## config.mk

```make
export PLATFORM = sky130hd
export DESIGN_NAME = clk_div_cfg
export DESIGN_NICKNAME = d
export VERILOG_FILES = /design/src/rtl/clk_div_cfg.sv
export SDC_FILE = /design/constraint.sdc
export NUM_CORES = 1
export LEC_CHECK = 0
export CORE_UTILIZATION = 60
export CTS_BUF_LIST = sky130_fd_sc_hd__clkbuf_4
export CTS_CLUSTER_DIAMETER = 80
export DETAILED_ROUTE_END_ITERATION = 8
export DONT_BUFFER_PORTS = 1
export GPL_ROUTABILITY_DRIVEN = 0
export PLACE_DENSITY = 0.75
export SLEW_MARGIN = 20
export SYNTH_ARGS = -nofsm -noshare
export SYNTH_HDL_FRONTEND = slang
export SYNTH_SLANG_ARGS = --single-unit
```

## constraint.sdc

```tcl
create_clock -name i_ref_clk -period 2.15 [get_ports i_ref_clk]
set_clock_uncertainty 0.1 [all_clocks]
set_input_delay 0.43 -clock i_ref_clk [delete_from_list [all_inputs] [get_ports i_ref_clk]]
set_output_delay 0.43 -clock i_ref_clk [all_outputs]
set_load 0.03 [all_outputs]
```

## src/rtl/clk_div_cfg.sv

```systemverilog
// Ratio-change controller for a downstream clock divider. It gates the divider
// enable, lets the current half-period drain, swaps the ratio, then waits to settle.
module clk_div_cfg #(
  parameter int unsigned DEFAULT_RATIO = 1,
  parameter int unsigned SETTLE_CYCLES = 4
) (
  input  logic       i_ref_clk,
  input  logic       i_rst_n,
  input  logic       i_sys_en,
  input  logic       i_cfg_valid,
  input  logic [4:0] i_cfg_ratio,
  output logic       o_cfg_ready,
  output logic       o_cfg_done,
  output logic       o_cfg_err,
  output logic [4:0] o_div_ratio,
  output logic       o_clk_en
);

  typedef enum logic [2:0] {
    S_IDLE   = 3'd0,
    S_RUN    = 3'd1,
    S_DRAIN  = 3'd2,
    S_LOAD   = 3'd3,
    S_SETTLE = 3'd4
  } state_t;

  localparam logic [4:0] LP_DEFAULT = 5'(DEFAULT_RATIO);
  localparam logic [4:0] LP_SETTLE  = 5'(SETTLE_CYCLES);

  state_t     r_state, w_state_next;
  logic [4:0] r_cnt, w_cnt_next;
  logic [4:0] r_pend, w_pend_next;

  logic       r_cfg_ready, r_cfg_done, r_cfg_err, r_clk_en;
  logic [4:0] r_div_ratio;
  logic       w_cfg_ready_next, w_cfg_done_next, w_cfg_err_next, w_clk_en_next;
  logic [4:0] w_div_ratio_next;

  logic w_accept, w_req_zero, w_req_same, w_req_load, w_cnt_last;

  // Ready is high exactly in IDLE/RUN, so a handshake can only happen there.
  assign w_accept   = i_cfg_valid && r_cfg_ready;
  assign w_req_zero = w_accept && (i_cfg_ratio == 5'd0);
  assign w_req_same = w_accept && !w_req_zero && (i_cfg_ratio == r_div_ratio);
  assign w_req_load = w_accept && !w_req_zero && !w_req_same;
  assign w_cnt_last = (r_cnt <= 5'd1);

  always_ff @(posedge i_ref_clk or negedge i_rst_n) begin
    if (!i_rst_n) begin
      r_state <= S_IDLE;
      r_cnt   <= 5'd0;
      r_pend  <= LP_DEFAULT;
    end else begin
      r_state <= w_state_next;
      r_cnt   <= w_cnt_next;
      r_pend  <= w_pend_next;
    end
  end

  always_comb begin
    w_state_next = r_state;
    w_cnt_next   = r_cnt;
    w_pend_next  = r_pend;
    case (r_state)
      S_IDLE, S_RUN: begin
        if (w_req_load) begin
          w_state_next = S_DRAIN;
          w_pend_next  = i_cfg_ratio;
          w_cnt_next   = (r_div_ratio == 5'd0) ? 5'd1 : r_div_ratio;
        end else if (!w_accept) begin
          // A handshake (even a rejected or no-op one) holds the run state that edge.
          w_state_next = i_sys_en ? S_RUN : S_IDLE;
        end
      end
      S_DRAIN: begin
        if (w_cnt_last) begin
          w_state_next = S_LOAD;
          w_cnt_next   = 5'd0;
        end else begin
          w_cnt_next = r_cnt - 5'd1;
        end
      end
      S_LOAD: begin
        w_state_next = S_SETTLE;
        w_cnt_next   = LP_SETTLE;
      end
      S_SETTLE: begin
        if (w_cnt_last) begin
          w_state_next = i_sys_en ? S_RUN : S_IDLE;
          w_cnt_next   = 5'd0;
        end else begin
          w_cnt_next = r_cnt - 5'd1;
        end
      end
      default: begin
        w_state_next = S_IDLE;
        w_cnt_next   = 5'd0;
      end
    endcase
  end

  always_comb begin
    w_clk_en_next    = (w_state_next == S_RUN);
    w_cfg_ready_next = (w_state_next == S_RUN) || (w_state_next == S_IDLE);
    w_cfg_err_next   = w_req_zero;
    w_cfg_done_next  = w_req_same || ((r_state == S_SETTLE) && w_cnt_last);
    w_div_ratio_next = (r_state == S_LOAD) ? r_pend : r_div_ratio;
  end

  always_ff @(posedge i_ref_clk or negedge i_rst_n) begin
    if (!i_rst_n) begin
      r_cfg_ready <= 1'b1;
      r_cfg_done  <= 1'b0;
      r_cfg_err   <= 1'b0;
      r_clk_en    <= 1'b0;
      r_div_ratio <= LP_DEFAULT;
    end else begin
      r_cfg_ready <= w_cfg_ready_next;
      r_cfg_done  <= w_cfg_done_next;
      r_cfg_err   <= w_cfg_err_next;
      r_clk_en    <= w_clk_en_next;
      r_div_ratio <= w_div_ratio_next;
    end
  end

  assign o_cfg_ready = r_cfg_ready;
  assign o_cfg_done  = r_cfg_done;
  assign o_cfg_err   = r_cfg_err;
  assign o_clk_en    = r_clk_en;
  assign o_div_ratio = r_div_ratio;

endmodule

```

; Word-level counts from Yosys, hierarchy flattened
; Cells that the tools add are included.
[totals]
register_bits = 22
elab_cells = 44
[classes]
n_lt_le_gt_ge = 1
n_reduce_logical = 17
n_eq_ne = 7
add_sub_neg = 1
muxes = 10
[op_table]
columns = cell, n
row1 = 5-bit 2-to-1 mux, 3
row2 = 5-bit case mux with 3 select lines, 1
row3 = 3-bit 2-to-1 mux, 4
row4 = 3-bit case mux with 4 select lines, 1
row5 = 5-bit logical NOT, 2
row6 = "3-bit by 1-bit equality test with 1-bit output, second input constant", 2
row7 = "3-bit by 2-bit equality test with 1-bit output, second input constant", 2
row8 = 1-bit logical AND, 6
row9 = 3-bit logical NOT, 2
row10 = 5-bit equality test, 1
row11 = "5-bit by 1-bit <= comparator with 1-bit output, second input constant", 1
row12 = "5-bit by 1-bit subtractor with 5-bit output, second input constant", 1
row13 = 2-bit OR reduction, 2
row14 = "3-bit equality test, second input constant", 1
row15 = 1-bit logical NOT, 2
row16 = 1-bit logical OR, 2
row17 = "2-bit inequality test, second input constant", 1
row18 = 2-bit AND reduction, 1
row19 = 1-bit 2-to-1 mux, 1

; Logic depth before layout (Yosys ltp)
; Gate-level depths: netlist of the first run.
[logic_depth]
ltp_word = 11
depth_mapped = 6
depth_no_buf = 6

; Least setup slack after synthesis of the first run
; OpenSTA, ideal clock, no wires.
[synth_path]
kind = flip-flop to flip-flop
start = register r_div_ratio[1], in the netlist o_div_ratio[1]
end = register r_cnt[3]
path_stages_with_launch = 6
path_buffers = 1
arrival_ns = 1.686
synth_period_minus_slack_ns = 1.907
slack_ns = 0.243
cell_sequence = dfrtp_1 -> xor2_1 -> or4_1 -> a2bb2oi_2 -> buf_6 -> a32o_1
[synth_via]
elab_chain_len = 5
[synth_lines]
columns = element, line_no
row1 = from (decl), 35  ; logic [4:0] r_div_ratio;
row2 = from (signal assigned), 122  ; r_div_ratio <= w_div_ratio_next;
row3 = 5-bit equality test, 44  ; assign w_req_same = w_accept && !w_req_zero && (i_cfg_ratio == r_div_ratio);
row4 = 1-bit logical AND, 44
row5 = 1-bit logical NOT, 45  ; assign w_req_load = w_accept && !w_req_zero && !w_req_same;
row6 = 1-bit logical AND, 45
row7 = 2-bit inequality test (no line), -
row8 = to (signal assigned), 55  ; r_cnt <= w_cnt_next;
row9 = to (decl), 31  ; logic [4:0] r_cnt, w_cnt_next;
; Several ways; a longest one is shown, not always the timed one. The select of a mux whose other input is x is not followed.
; A chain may end at the register's enable or synchronous reset.

; Worst setup path after layout of the first run
[layout_path]
start = register r_div_ratio[0], in the netlist o_div_ratio[0]
end = register r_cnt[2]
; The elaborated chain is that of the path after synthesis.

==> results of run 1 <==
## cell type report
type	count	area share, %
Timing Repair Buffer	9	5.20
Inverter	5	1.44
Tap cell	25	2.41
Multi-Input combinational cell	78	44.3
Clock buffer	3	1.73
Clock inverter	1	2.31
Sequential cell	22	42.6
## power groups by stage
stage | logic [µW] | registers (µW) | clock network, µW
finish | 1200 | 831 | 323
global route | 1320 | 859 | 334
CTS | 1190 | 828 | 322
detailed placement | 1160 | 836 | 0
global placement | 1130 | 828 | 0
floorplan | 846 | 899 | 0
## state kept, by name (all words and copies together), names as in the netlist
signal / flops
o_div_ratio: 5
r_cnt: 5
r_pend: 5
r_state: 3
o_cfg_done: 1
o_cfg_err: 1
o_cfg_ready: 1
o_clk_en: 1
## metal layers
metal,GRT usage (%),wire length (µm)
met1,35.1,1100
met2,48.5,1240
met3,5.10,125
met4,8.82,41
met5,0,0
## placed cells by master, fill, tap and decap left out, drive strengths merged
master       synthesis  final
ha                   2      2
o21ai                8      8
a21oi                5      5
o21a                 1      1
and2                 1      1
or4                  2      2
buf                  3      8
bufinv               0      1
a22o                 2      2
o22ai                2      2
dlygate4sd3          0      1
a2bb2oi              2      2
xor2                 2      2
nor4                 2      2
nor3                 4      4
mux2i                1      1
nor2b                2      2
a32o                 1      1
o31ai                1      1
o211ai               2      2
xnor2                3      3
inv                  5      5
nand2               11     11
o31a                 1      1
o32ai                1      1
clkbuf               0      3
o21bai               1      1
dfstp                3      3
nand3                2      2
o32a                 1      1
nand4                1      1
dfrtp               19     19
nor2                 7      7
mux2                10     10
## logic make-up after synthesis
logic type,synth area share [%]
and+or+nand+nor,14.4
buffers and inverters,3.83
muxes,10.4
DFF,47.2
xor gates and xnor gates,3.73
AOI/OAI and AO/OA,18.3
adders and majority gates,2.13
## path summary, 6_finish.rpt
check                              end      startpoint  cells after the start  slack, ns
setup / recovery              r_cnt[2]  o_div_ratio[0]                      5       0.13
hold / removal               o_cfg_err  i_cfg_ratio[0]                      1       0.08
setup reg to reg              r_cnt[2]  o_div_ratio[0]                      5       0.13
hold reg to reg              r_pend[2]       r_pend[2]                      1       0.42
max in group asynchronous  o_cfg_ready         i_rst_n                      2       1.10
min in group asynchronous    r_pend[2]         i_rst_n                      2       0.49
## metrics by stage
step	utilization (%)	worst slack (ns)	area [µm²]	total power, µW
global route	72.9	0.00698	1300	2510
detailed placement	69.1	0.190	1230	2000
CTS	72.6	0.180	1290	2340
floorplan	-	0.243	1170	1750
global placement	69.1	0.268	1230	1960
finish	72.9	0.128	1300	2350
## worst register-to-register path: stages (launching register included)
cell and delay, ns:
dfstp_2 0.56, xor2_1 0.18, or4_1 0.15, a2bb2oi_2 0.47
o21ai_0 0.19, a22o_1 0.26
==> key figures, run 1 <==
STA
  • Sum Neg Setup Slack: 0 ns
  • Setup-failing EPs final: 0
  • Fin. max-slew vios: 0
  • Max_slew headroom: 61.0%
  • Fmax: 0.495 GHz
  • Final hold violation count: 0
  • RSZ-0062 raised after global routing: no
  • Post-layout min period: 2.02 ns
  • Worst-Margin Slew: 0.584 ns
  • Final cycle utilization of the critical path: 94.0%
  • WHS: 0.0767 ns

Clocking
  • Clk root buf: clkbuf_4
  • H-tree Lvls: 1
  • TritonCTS buffer count: 3
  • # hold bufs at CTS: 1
  • Clock Latency Late Sink: 0.32 ns
  • CTS tree: yes
  • Clock transition at path regs: 0.13 ns
  • Num Clock Sinks: 22
  • # resized after CTS: 0
  • Post-CTS Setup Inserts: 0
  • Clock tree buffer depth: 2

Synthesis
  • Cell area after synthesis: 1170 µm²
  • Top FF cell, synth: dfrtp_1
  • Ys async rst share: 100%
  • Netlist cell types: 37
  • Post-synthesis net count: 119
  • Area leader, netlist: dfrtp_1
  • Most area-consuming cells after synthesis: dfrtp_1, mux2_2, dfstp_2
  • Yosys reg bits: 22
  • Count leader, synth: dfrtp_1
  • Post-synthesis sequential area ratio: 47.2%
  • Yosys warns: 0
  • Most common library cells after synthesis: dfrtp_1, nand2_1, mux2_2, nor2_1, o21ai_0
  • Avg Synthesized Cell Area: 10.9 µm²
  • Share of the synthesized area in the top cell type: 40.5%
  • Post-synth EDFFs: 0
  • Post-Syn Instances: 108

Setup path
  • Cell chain of the critical path: xor2_1 > or4_1 > a2bb2oi_2 > o21ai_0 > a22o_1
  • Setup CP Type: reg -> reg
  • Worst setup EP type: register
  • WP buf/inv: 0
  • Worst path slowest cell: dfstp_2
  • Data arrival, critical path: 2.14 ns
  • Worst Setup Start Kind: register
  • Worst path max stage delay: 0.56 ns
  • Critical Path RT: 2.27 ns
  • CP top delay family: compound AO/OA/AOI/OAI gates
  • Max FO, Critical Path: 13

Route
  • Vias per inst: 6.20
  • Drt pass-1 iters: 4
  • Initial DRC count: 39
  • Total number of vias: 886
  • Post-route ant nets: 0
  • WL final: 2.50 mm
  • DR WL/cell: 17.5 µm
  • DR DRC count: 0

Global routing
  • Grt ovf: 0
  • Initial antenna violation count: 0
  • First-pass GRT wire length: 4.06 mm
  • Largest net degree at the start of global routing: 23
  • Global Route Usage Sum: 28.0%
  • Vias in the first global route: 866

Status
  • Status: finished clean

Power and ir drop
  • Power density cells: 1810 nW/µm²
  • Clock power frac: 13.7%
  • Flop pwr share: 35.3%
  • Internal Power: 1340 µW
  • Comb pwr share: 51.0%
  • Sw frac: 43.2%
  • Peak supply drop: 0.000994 V
  • Leakage power: 0.000550 µW
  • Sw power: 1020 µW

Placed design
  • Dpl cells: 137
  • Hpwl dp: 1.74 mm
  • Buffers added on ports: 0

Floorplanning
  • Die footprint: 2140 µm²
  • Width of the die: 46.3 µm
  • Boundary Pins: 18
  • CORE AREA: 1780 µm²
  • Rows: 15
  • Initial Utilization: 65.9%
  • DIE HEIGHT: 46.3 µm

Cells and area
  • Reg area: 554 µm²
  • Antenna cells: 0
  • Layout cells sized above 1: 27.1%
  • Multi-input gate area: 576 µm²
  • Layout filler cell count: 137
  • Finished Layout Cells: 143
  • Fin nets: 130
  • Post-synthesis to final-layout area growth: 10.6%

Run
  • Max_cap viols: 0

Min path
  • Min-delay worst type: in -> reg
(Power assumes the default switching activity.)
==> run 2, diff against run 1 <==
--- a/config.mk
+++ b/config.mk
@@ -5,6 +5,7 @@
 export SDC_FILE = /design/constraint.sdc
 export NUM_CORES = 1
 export LEC_CHECK = 0
+export CAP_MARGIN = 0
 export CORE_UTILIZATION = 60
 export CTS_BUF_LIST = sky130_fd_sc_hd__clkbuf_4
 export CTS_CLUSTER_DIAMETER = 80
==> results of run 2 <==
The final DEF is identical to that of run 1; final timing and power are the same.
